--- src/rtl/mem_access_ctrl.sv ---
// Round-robin two-port sequencer for the 8x8 latch memory (setup/strobe/hold).
// Define MEM_WRITE_VERIFY_EN to add a read-back check after every write.
module mem_access_ctrl #(
  parameter int STROBE_CYCLES = 1,
  parameter int DATA_W        = 8,
  parameter int ADDR_W        = 3
) (
  input  logic              clk,
  input  logic              rst_n,
  input  logic              req0_valid,
  output logic              req0_ready,
  input  logic              req0_we,
  input  logic [ADDR_W-1:0] req0_addr,
  input  logic [DATA_W-1:0] req0_wdata,
  output logic              rsp0_valid,
  output logic [DATA_W-1:0] rsp0_rdata,
  input  logic              req1_valid,
  output logic              req1_ready,
  input  logic              req1_we,
  input  logic [ADDR_W-1:0] req1_addr,
  input  logic [DATA_W-1:0] req1_wdata,
  output logic              rsp1_valid,
  output logic [DATA_W-1:0] rsp1_rdata,
  output logic              mem_op,
  output logic              mem_select,
  output logic [ADDR_W-1:0] mem_addr,
  output logic [DATA_W-1:0] mem_in_bus,
  input  logic [DATA_W-1:0] mem_out_bus,
`ifdef MEM_WRITE_VERIFY_EN
  output logic              rsp0_err,
  output logic              rsp1_err,
`endif
  output logic              busy
);

  localparam logic [2:0] IDLE    = 3'd0;
  localparam logic [2:0] SETUP   = 3'd1;
  localparam logic [2:0] STROBE  = 3'd2;
  localparam logic [2:0] HOLD    = 3'd3;
`ifdef MEM_WRITE_VERIFY_EN
  localparam logic [2:0] VSETUP  = 3'd4;
  localparam logic [2:0] VSTROBE = 3'd5;
  localparam logic [2:0] VHOLD   = 3'd6;
`endif

  localparam logic [3:0] CNT_LAST = 4'(STROBE_CYCLES - 1);

  logic [2:0]        state;
  logic [3:0]        cnt;
  logic              last_grant;
  logic              gnt_q;
  logic              we_q;
  logic              op_q;
  logic [ADDR_W-1:0] addr_q;
  logic [DATA_W-1:0] wdata_q;
  logic [DATA_W-1:0] rdata0_q;
  logic [DATA_W-1:0] rdata1_q;
  logic              gnt0;
  logic              gnt1;
  logic              accept;
  logic              rsp_fire;
`ifdef MEM_WRITE_VERIFY_EN
  logic [DATA_W-1:0] vdata_q;
  logic              err_fire;
`endif

  // Contention goes to whichever requester did not win last time.
  always_comb begin
    gnt0 = 1'b0;
    gnt1 = 1'b0;
    if (state == IDLE) begin
      gnt0 = req0_valid && (!req1_valid || last_grant);
      gnt1 = req1_valid && (!req0_valid || !last_grant);
    end
  end

  assign accept     = gnt0 | gnt1;
  assign req0_ready = gnt0;
  assign req1_ready = gnt1;

  assign busy       = (state != IDLE);
  assign mem_op     = op_q;
  assign mem_addr   = addr_q;
  assign mem_in_bus = wdata_q;
  assign rsp0_rdata = rdata0_q;
  assign rsp1_rdata = rdata1_q;

`ifdef MEM_WRITE_VERIFY_EN
  assign mem_select = (state == STROBE) || (state == VSTROBE);
`else
  assign mem_select = (state == STROBE);
`endif

  always_comb begin
    rsp_fire = 1'b0;
`ifdef MEM_WRITE_VERIFY_EN
    err_fire = 1'b0;
    if (state == HOLD && !we_q) rsp_fire = 1'b1;
    if (state == VHOLD) begin
      rsp_fire = 1'b1;
      err_fire = (vdata_q != wdata_q);
    end
`else
    if (state == HOLD) rsp_fire = 1'b1;
`endif
  end

  assign rsp0_valid = rsp_fire && !gnt_q;
  assign rsp1_valid = rsp_fire && gnt_q;
`ifdef MEM_WRITE_VERIFY_EN
  assign rsp0_err = err_fire && !gnt_q;
  assign rsp1_err = err_fire && gnt_q;
`endif

  always_ff @(posedge clk or negedge rst_n) begin
    if (!rst_n) begin
      state      <= IDLE;
      cnt        <= '0;
      last_grant <= 1'b1;
      gnt_q      <= 1'b0;
      we_q       <= 1'b0;
      op_q       <= 1'b0;
      addr_q     <= '0;
      wdata_q    <= '0;
      rdata0_q   <= '0;
      rdata1_q   <= '0;
`ifdef MEM_WRITE_VERIFY_EN
      vdata_q    <= '0;
`endif
    end else begin
      unique case (state)
        IDLE: begin
          if (accept) begin
            state      <= SETUP;
            gnt_q      <= gnt1;
            last_grant <= gnt1;
            we_q       <= gnt1 ? req1_we : req0_we;
            op_q       <= gnt1 ? req1_we : req0_we;
            addr_q     <= gnt1 ? req1_addr : req0_addr;
            wdata_q    <= gnt1 ? req1_wdata : req0_wdata;
          end
        end
        SETUP: begin
          state <= STROBE;
          cnt   <= CNT_LAST;
        end
        STROBE: begin
          if (cnt == 4'd0) begin
            state <= HOLD;
            if (!we_q && !gnt_q) rdata0_q <= mem_out_bus;
            if (!we_q && gnt_q)  rdata1_q <= mem_out_bus;
          end else begin
            cnt <= cnt - 4'd1;
          end
        end
`ifdef MEM_WRITE_VERIFY_EN
        HOLD: begin
          if (we_q) begin
            state <= VSETUP;
            op_q  <= 1'b0;
          end else begin
            state <= IDLE;
          end
        end
        VSETUP: begin
          state <= VSTROBE;
          cnt   <= CNT_LAST;
        end
        VSTROBE: begin
          if (cnt == 4'd0) begin
            state   <= VHOLD;
            vdata_q <= mem_out_bus;
          end else begin
            cnt <= cnt - 4'd1;
          end
        end
        VHOLD: state <= IDLE;
`else
        HOLD: state <= IDLE;
`endif
        default: state <= IDLE;
      endcase
    end
  end

endmodule

--- config.mk ---
export PLATFORM = sky130hd
export DESIGN_NAME = mem_access_ctrl
export DESIGN_NICKNAME = d
export VERILOG_FILES = /design/src/rtl/mem_access_ctrl.sv
export SDC_FILE = /design/constraint.sdc
export NUM_CORES = 1
export LEC_CHECK = 0
export ABC_AREA = 1
export BUFFER_PORTS_ARGS = -buffer_cell sky130_fd_sc_hd__buf_2
export CORE_ASPECT_RATIO = 0.5
export CORE_MARGIN = 2
export CORE_UTILIZATION = 40
export DETAILED_ROUTE_END_ITERATION = 7
export HOLD_SLACK_MARGIN = 0.03
export PLACE_DENSITY = 0.67
export REMOVE_ABC_BUFFERS = 1
export SLEW_MARGIN = 20
export SYNTH_ARGS = -nofsm -noshare
export SYNTH_HDL_FRONTEND = slang
export SYNTH_SLANG_ARGS = --single-unit
--- constraint.sdc ---
create_clock -name clk -period 2.67 [get_ports clk]
set_input_delay 0.534 -clock clk [delete_from_list [all_inputs] [get_ports clk]]
set_output_delay 0.534 -clock clk [all_outputs]
set_load 0.1 [all_outputs]
; Yosys cells after proc, flatten, opt, wreduce, memory -nomap -nowiden
; Cells that the tools add are included.
; W data, S select, Z words.
[totals]
elab_cells = 50
register_bits = 37
[classes]
n_eq_ne = 6
bitwise_logic = 1
muxes = 11
reduce_logical = 22
addsub = 1
[ops]
columns = cell, count
row1 = $mux W3, 3
row2 = $pmux W3 S3, 1
row3 = $mux W8, 1
row4 = $pmux W4 S2, 1
row5 = $eq A3 B2 Y1 const B, 2
row6 = $logic_and A1 B1 Y1, 6
row7 = $reduce_and A2 Y1, 3
row8 = $reduce_and A3 Y1, 2
row9 = $logic_not A1 Y1, 5
row10 = $logic_not A4 Y1, 1
row11 = $mux W1, 4
row12 = $mux W4, 1
row13 = $ne A2 B2 Y1 const B, 2
row14 = $sub A4 B1 Y4 const B, 1
row15 = $eq A3 B1 Y1 const B, 1
row16 = $logic_not A3 Y1, 1
row17 = $reduce_bool A3 Y1, 1
row18 = $logic_or A1 B1 Y1, 2
row19 = $ne A2 B1 Y1 const B, 1
row20 = $reduce_bool A2 Y1, 1
row21 = $or A1 B1 Y1, 1

; Longest topological paths before layout
; Gate-level depths: netlist (run 1).
[logic_depth]
depth_word = 7
mapped_depth = 9

; Worst setup path after synthesis (run 1)
; OpenSTA, ideal clock, no wires.
[synth_path]
path_type = reg2out
start = register state[0]
end = output port req0_ready
setup_slack_ns = -0.082
arrival_ns = 2.218
path_stages_with_launch = 5
required_time_ns = 2.136
cell_sequence = dfrtp_1 -> inv_1 -> ha_1 -> nand2_1 -> a21oi_1
[synth_between]
elab_chain_cells = 2
[synth_lines]
columns = item, line_no
row1 = start: declaration, 48  ; logic [2:0] state;
row2 = start signal: assignment, 117  ; state <= IDLE;
row3 = start signal: assignment, 134  ; state <= SETUP;
row4 = start signal: assignment, 144  ; state <= STROBE;
row5 = $logic_not A3 Y1, 71  ; if (state == IDLE) begin
row6 = $mux W1, 71
row7 = end: declaration, 11  ; output logic req0_ready,
; Every way passes these cells.

; Final worst setup path (run 1)
[layout_path]
start = register state[0]
end = output port req1_ready
[layout_between]
elab_chain_cells = 2
[layout_lines]
columns = item, line_no
row1 = $logic_not A3 Y1, 71
row2 = $mux W1, 71
row3 = end: declaration, 18  ; output logic req1_ready,
; Every way passes these cells.

==> results of run 1 <==
## registers in the layout (all words and copies together) (netlist names)
signal and flops:
state 2, mem_op 1, rsp1_rdata 8, mem_addr 3
last_grant 1, mem_in_bus 8, gnt_q 1, rsp0_rdata 8
cnt 4
## final timing paths
check / slack [ps] / cells after the start / end / from
worst max register to register: 840 / 7 / mem_in_bus[1] / state[0]
min in group clk: 470 / 2 / rsp0_rdata[3] / rsp0_rdata[3]
worst min-delay path: 310 / 1 / mem_in_bus[2] / rst_n
worst max-delay path: 300 / 7 / req1_ready / state[0]
max in group asynchronous: 1870 / 1 / cnt[2] / rst_n
worst min register to register: 470 / 2 / rsp0_rdata[3] / rsp0_rdata[3]
## logic make-up (layout without fill, tap and decap cells)
kind of cell | count (synthesis) | after routing | share of synthesized area
DFF | 36 | 36 | 0.4816
AOI/OAI and AO/OA | 5 | 5 | 0.01336
adders and majority gates | 5 | 5 | 0.03340
and+or+nand+nor | 151 | 151 | 0.3634
buffers and inverters | 50 | 121 | 0.1082
## layer usage
layer / track usage / wire (um) / vias to the layer above
met5: 0 / 0 / -
met4: 0.06164 / 61 / 0
li1: - / - / 907
met2: 0.3044 / 1988 / 40
met1: 0.2159 / 1944 / 774
met3: 0.04800 / 218 / 7
## synthesized netlist by cell type
cell / instances / share of area
nand2_1: 97 / 0.19
inv_1: 42 / 0.084
dfrtp_1: 35 / 0.47
nand3_1: 29 / 0.077
nand4_1: 17 / 0.057
buf_2: 6 / 0.016
ha_1: 5 / 0.033
o21ai_0: 4 / 0.011
nor2_2: 3 / 0.010
nor2_1: 2 / 0.0040
a21oi_1: 1 / 0.0027
buf_6: 1 / 0.0060
clkbuf_1: 1 / 0.0020
dfstp_2: 1 / 0.014
nand2_2: 1 / 0.0033
nand4_4: 1 / 0.011
nor2_4: 1 / 0.0060
## through the flow
step	instances	instance area, sq um
floorplan	239	1828
global placement	367	2275
detailed placement	367	2275
CTS	375	2401
global route	375	2401
finish	375	2401
## area by class of cell
type / instances / area share
inverter: 42 / 0.06566
clock inverter: 1 / 0.01251
sequential: 36 / 0.3757
multi-input combinational: 161 / 0.3200
tap: 57 / 0.02970
timing repair buffer: 71 / 0.1563
clock buffer: 7 / 0.04013
==> metrics, run 1 <==
worst-skew pair later-pin latency=just under 300 ps; CTS sink count=36; largest net degree at the start of global routing=37; fin crit share=0.8885; fmax=approximately 420 MHz; # diodes=0; FP Rows=17; mean area per synthesized cell=7.583 sq um; Die ar.=roughly 5300 sq um; Final TNS setup=0 ps; Max clock buf depth=2; Worst-Margin Slew=761.2 ps; CTS root buffer=clkbuf_8; vias in the first global route=~1,600; CTS HTree Levels=2; Critical Path AT=~1800 ps; die span in y=around 52 um; layout filler cell count=430; WP buf/inv=4; cell chain of the critical path=inv_1 -> ha_1 -> nand2_1 -> inv_1 -> nand2_1 -> inv_1 -> buf_12; CTS tree=built; Post-DP HPWL=between 3000 and 4000 um; overall routed net length=4213 um; Register Area=about 900 sq um; final core utilization=0.5401; crit end category=output port; total CTS buffers=5; vias post-DR=approximately 1,700; CP Max Fanout=13; first-pass GRT wire length=approximately 7100 um; vias per std cell=4.608; Final nets=358; status=finished, final reports clean; initial core utilization=0.4213; initial antenna violation count=0; # IOs=70; Worst setup SP type=flop; cell mode on critical path=inv_1; Yosys reg bits=36; Hold/Removal Path Class=in2async; Max-slew headroom=0.4925; final hold slack=~310 ps; most common cell after layout, fill and taps aside=nand2_1; overall routing resource usage=0.1762; Worst Skew=approximately 4.6 ps; Max Cap Viol=0; DR WL/cell=about 11 um; grt ovf=0; Gate Count Post-Synth=247; critical path's slowest cell=dfrtp_1; final setup vio count=0; number of synthesis warnings=0; distinct cell type count after synthesis=17; Multi-input gate area=768.2 sq um; crit-path max cell delay=between 400 and 500 ps; Synth Cell Area=1873 sq um; PostCTS Resize Cnt=0; share of layout cells above drive strength 1=0.2704; fin worst setup slack=297.6 ps; worst setup path class=reg2out; Final Hold Viols=0; Die W=100.8 um; post-CTS setup buffer count=0; DRC violations left=0; RePlAce Congestion=about 0.76; cts hold-fix bufs=0; 1st-pass router iterations=4; pre-CTS setup slack=around 590 ps; min cycle time layout=around 2400 ps; Placeable Area=~4400 sq um; RSZ-0062 raised after global routing=no; commonest non-fill, non-tap cells in the layout=nand2_1, buf_2, inv_1; Antenna Violating Nets Remaining=0; Port Buffer Count=69; Area growth syn-to-layout=28.19%; WP data required=2140 ps; Worst path top cell family by delay=buffers and inverters; sequential share of the synthesized area=0.4816; initial DRC count=43; Slew Limit Fails=0; clock transition at the registers of the reported paths=roughly 70 ps
Power of run 1 is not shown: default switching activity piles up to over one toggle a cycle in this logic, so the estimate is an artifact.
==> inputs of run 2 (changes only) <==
Clock period 2.67 ns to 2.3 ns, I/O delays scaled along.
==> metrics, run 2 (synthesized netlist as in run 1, its figures left out) <==
status=finished, final reports clean (unchanged); overall routing resource usage=0.1738 (was 0.1762); final setup vio count=0 (unchanged); Worst Skew=1.619 ps (was 4.619 ps); Placeable Area=4446 sq um (unchanged); post-CTS setup buffer count=0 (unchanged); fin cells=378 (was 375); Area growth syn-to-layout=28.26% (was 28.19%); share of layout cells above drive strength 1=0.2710 (was 0.2704); commonest non-fill, non-tap cells in the layout=nand2_1, buf_2, inv_1 (unchanged); CTS tree=built (unchanged); Final nets=361 (was 358); # diodes=0 (unchanged); vias per std cell=4.624 (was 4.608); CTS HTree Levels=2 (unchanged); Final TNS setup=0 ps (unchanged); initial antenna violation count=0 (unchanged); vias post-DR=1,748 (was 1,728); Hold/Removal Path Class=in2async (unchanged); Max clock buf depth=2 (unchanged); first-pass GRT wire length=7031 um (was 7141 um); pre-CTS setup slack=469.1 ps (was 586.0 ps); Max Cap Viol=0 (unchanged); vias in the first global route=1,588 (was 1,598); total CTS buffers=5 (unchanged); Port Buffer Count=69 (unchanged); # IOs=70 (unchanged); Antenna Violating Nets Remaining=0 (unchanged); Max-slew headroom=0.4795 (was 0.4925); RSZ-0062 raised after global routing=no (unchanged); largest net degree at the start of global routing=37 (unchanged); most common cell after layout, fill and taps aside=nand2_1 (unchanged); CP Max Fanout=4 (was 13); Most Crowded Layer GR=met2 (unchanged); worst setup path class=reg2out (unchanged); CTS sink count=36 (unchanged); FP Rows=17 (unchanged); die span in y=52.39 um (unchanged); flop2flop setup slack=610 ps (was 840 ps); 1st-pass router iterations=4 (unchanged); RR Startpoint=state[0] (unchanged); clock transition at the registers of the reported paths=70 ps (about the same); grt ovf=0 (unchanged); DR WL/cell=11.40 um (was 11.23 um); DRC violations left=0 (unchanged); overall routed net length=4311 um (was 4213 um); crit end category=output port (unchanged); RePlAce Congestion=0.7530 (was 0.7607); Final Hold Viols=0 (unchanged); cts hold-fix bufs=0 (unchanged); global routing usage on met2=0.3089 (was 0.3044); CTS root buffer=clkbuf_8 (unchanged); worst-skew pair later-pin latency=290 ps (about the same); fmax=469.3 MHz; Die W=100.8 um (unchanged); initial core utilization=0.4213 (unchanged); Crit. Startpoint=state[0] (unchanged); fin crit share=0.9265; PostCTS Resize Cnt=0 (unchanged); Critical Path AT=1670 ps (was 1840 ps); Die ar.=5279 sq um (unchanged); min cycle time layout=roughly 2100 ps; GR Util met3=0.04133 (was 0.04800); placed cell count=370 (was 367); Worst-Margin Slew=780.7 ps (was 761.2 ps); Slew Limit Fails=0 (unchanged); layout filler cell count=433 (was 430); WP data required=1840 ps (was 2140 ps); Worst setup SP type=flop (unchanged); Global Route met1 Usage=0.2040 (was 0.2159); initial DRC count=49 (was 43); Post-DP HPWL=3252 um (was 3215 um); fin worst setup slack=169.0 ps (was 297.6 ps)
[run 2: changes by cell type in the layout (fill, tap and decap cells not counted)]
| cell | before | now |
|---|---|---|
| buf_12 | 1 | 2 |
| buf_2 | 68 | 67 |
| buf_4 | 2 | 5 |
| bufinv_16 | 1 | 0 |
| clkbuf_1 | 0 | 2 |
| clkbuf_8 | 7 | 6 |
[run 2: stage by stage]
step / hold WS, ps / instance area (sq um) / utilization
6_report: 247.9 / 2402 / 0.5404
5_1_grt: 315.7 / 2402 / 0.5404
4_1_cts: 275.1 / 2402 / 0.5404
3_5_place_dp: 457.3 / 2312 / 0.5201
3_3_place_gp: 454.0 / 2312 / 0.5201
2_1_floorplan: 164.4 / 1828 / -
[run 2: cell type report]
| type | instances | area (sq um) | area share |
|---|---|---|---|
| timing repair buffer | 74 | 412.9 | 0.1719 |
| sequential | 36 | 902.1 | 0.3755 |
| multi-input combinational | 161 | 768.2 | 0.3198 |
| clock buffer | 8 | 90.09 | 0.03750 |
| inverter | 42 | 157.7 | 0.06563 |
| tap | 57 | 71.32 | 0.02969 |
[run 2: critical path: stages (launching register included)]
cell,delay [ps]
dfrtp_1,420
inv_1,90
ha_1,220
nand2_1,100
a21oi_1,110
buf_2,430
[run 2: per-layer routing]
metal | up-vias | part of all wire
li1 | 915 | -
met1 | 786 | 0.47
met2 | 39 | 0.47
met3 | 8 | 0.046
met4 | 0 | 0.016
met5 | - | 0
[run 2: worst paths after layout]
path,endpoint,cells after the start
min in group clk,rsp1_rdata[3],3
min reg2reg,rsp0_rdata[3],2
min,mem_in_bus[1],1
max,req0_ready,5
max in group asynchronous,rsp0_rdata[7],1
max reg2reg,rsp0_rdata[1],5
Power of run 2 is left out for the same reason.
==> inputs of run 3 (changes only) <==
Settings changed: ABC_AREA 1 to unset, PLACE_DENSITY 0.67 to 0.68.
==> metrics, run 3 <==
status=finished, final reports clean (unchanged); most common cell after layout, fill and taps aside=buf_2 (was nand2_1); commonest non-fill, non-tap cells in the layout=buf_2, dfrtp_1, o21ai_0 (was nand2_1, buf_2, inv_1); number of flops mapped to enable cells by yosys=0 (unchanged); ys async rst share=1.000 (unchanged); mean area per synthesized cell=11.09 sq um (was 7.583 sq um); sequential share of the synthesized area=0.5247 (was 0.4816); initial antenna violation count=0 (unchanged); 1st-pass router iterations=4 (unchanged); cell chain of the critical path=inv_1 -> ha_1 -> or3b_4 -> or4b_4 -> mux2_4 (was inv_1 -> ha_1 -> nand2_1 -> a21oi_1 -> buf_2); fmax=461.5 MHz (was 469.3 MHz); vias post-DR=1,415 (was 1,748); distinct cell type count after synthesis=31 (was 17); Final Hold Viols=0 (unchanged); vias in the first global route=1,342 (was 1,588); min cycle time layout=2167 ps (was 2131 ps); crit-path max cell delay=610 ps (was 430 ps); Synth Cell Area=1719 sq um (was 1873 sq um); DRT met1 WL=1656 um (was 2034 um); largest net degree at the start of global routing=37 (unchanged); Hold/Removal Path Class=in2async (unchanged); RSZ-0062 raised after global routing=no (unchanged); Worst Skew=4.071 ps (was 1.619 ps); Post-synth top cells=dfrtp_1, o21ai_0, nor2_1 (was nand2_1, inv_1, dfrtp_1); most frequent cell after synthesis=dfrtp_1 (was nand2_1); overall routed net length=3805 um (was 4311 um); Yosys reg bits=36 (unchanged); Port Buffer Count=69 (unchanged); RePlAce Congestion=0.7860 (was 0.7530); DR WL/cell=13.49 um (was 11.40 um); Placeable Area=4004 sq um (was 4446 sq um); Max clock buf depth=2 (unchanged); # IOs=70 (unchanged); Max Cap Viol=0 (unchanged); critical path's slowest cell=or4b_4 (was buf_2); WP data required=2470 ps (was 1840 ps); Slew Limit Fails=0 (unchanged); grt ovf=0 (unchanged); CTS root buffer=clkbuf_8 (unchanged); Top Layer Used=met4 (unchanged); clock transition at the registers of the reported paths=70 ps (about the same); # diodes=0 (unchanged); Post-DP HPWL=2791 um (was 3252 um); Final nets=268 (was 361); crit end category=flop (was output port); CTS HTree Levels=2 (unchanged); Area growth syn-to-layout=29.99% (was 28.26%); worst setup path class=reg2reg (was reg2out); die span in y=50.36 um (was 52.39 um); first-pass GRT wire length=6499 um (was 7031 um); dominant cell type by area after synthesis=dfrtp_1 (unchanged); fin crit share=0.9421 (was 0.9265); worst-skew pair later-pin latency=280 ps (was 290 ps); CP Max Fanout=8 (was 4); cts hold-fix bufs=0 (unchanged); Die W=96.72 um (was 100.8 um); share of the synthesized area in the top cell type=0.5095 (was 0.4676); CTS sink count=36 (unchanged); overall routing resource usage=0.1693 (was 0.1738); CTS tree=built (unchanged); final setup vio count=0 (unchanged); Max-slew headroom=0.4795 (about the same); total CTS buffers=5 (unchanged); flop2flop setup slack=130 ps (was 610 ps); Gate Count Post-Synth=155 (was 247); DRC violations left=0 (unchanged); number of synthesis warnings=0 (unchanged); Critical Path AT=2330 ps (was 1670 ps); Worst-Margin Slew=780.8 ps (was 780.7 ps); initial DRC count=31 (was 49); DR WL met2=1888 um (was 2009 um); share of layout cells above drive strength 1=0.4561 (was 0.2710); DR WL met3=213 um (was 199 um); Worst setup SP type=flop (unchanged); FP Rows=16 (was 17); top post-synthesis cells by area=dfrtp_1, mux2_4, mux2_2 (was dfrtp_1, nand2_1, inv_1); Antenna Violating Nets Remaining=0 (unchanged); initial core utilization=0.4294 (was 0.4213); final core utilization=0.5581 (was 0.5404); Die ar.=4870 sq um (was 5279 sq um); vias per std cell=5.018 (was 4.624); Primary FF master, synth=dfrtp_1 (unchanged)
run 3: changes by cell type in the layout (fill, tap and decap cells not counted), sizes merged, moves of 3 or more:
| cell | previous run | this run |
|---|---|---|
| a31oi | 0 | 12 |
| o21ai | 4 | 15 |
| mux2 | 0 | 17 |
| nand2 | 98 | 8 |
| inv | 42 | 7 |
| and2 | 0 | 3 |
| nand3 | 29 | 12 |
| nor2 | 6 | 13 |
| nand4 | 18 | 0 |
run 3: logic make-up after synthesis:
family | after synthesis | share of synthesized area
buf+inv | 15 | 0.03712
flops | 36 | 0.5247
mux | 19 | 0.1405
compound gates | 33 | 0.1143
simple gates | 47 | 0.1470
fa+ha+maj | 5 | 0.03639
run 3: worst paths after layout:
kind,cells past startpoint,from,end
min in group clk,2,mem_out_bus[6],rsp0_rdata[6]
hold reg to reg,1,cnt[0],cnt[0]
setup / recovery,5,cnt[0],rsp0_rdata[3]
hold / removal,1,rst_n,mem_in_bus[3]
max in group asynchronous,1,rst_n,rsp0_rdata[2]
setup reg to reg,5,cnt[0],rsp0_rdata[3]
run 3: repair_timing:
item	in CTS	in global routing
endpoints found under the setup margin	0	1
resized for setup	0	2
endpoints found under the hold margin	0	0
buffers inserted	0	0
run 3: critical path, delay by kind of cell, from the launching register on:
kind	cells	cell delay [ps]
buffers and inverters	1	70
muxes	1	330
DFF	1	400
adders and majority gates	1	200
and+or+nand+nor	2	1040
run 3: through the flow:
step / instance area [sq um] / hold WS [ps] / setup TNS, ps / cells / worst slack (ps)
2_1_floorplan: 1682 / 164.4 / -4027 / 147 / -432.1
3_3_place_gp: 2140 / 479.0 / 0 / 274 / 229.6
3_5_place_dp: 2140 / 486.4 / 0 / 274 / 142.2
4_1_cts: 2232 / 281.9 / 0 / 282 / 28.73
5_1_grt: 2235 / 317.3 / 0 / 282 / 37.62
6_report: 2235 / 247.1 / 0 / 282 / 133.1
run 3: layout make-up:
cell class	count	area [sq um]
clock buffer	6	82.58
clock inverter	2	10.01
fill	371	1769
inverter	7	26.28
multi-input combinational	104	753.2
sequential	36	902.1
tap	54	67.56
timing repair buffer	73	392.9
run 3: per-layer routing:
metal,track usage,vias to the layer above
met4,0.05634,0
li1,-,691
met5,0,-
met1,0.2078,680
met2,0.2951,39
met3,0.04596,5
Power of run 3 is left out for the same reason.
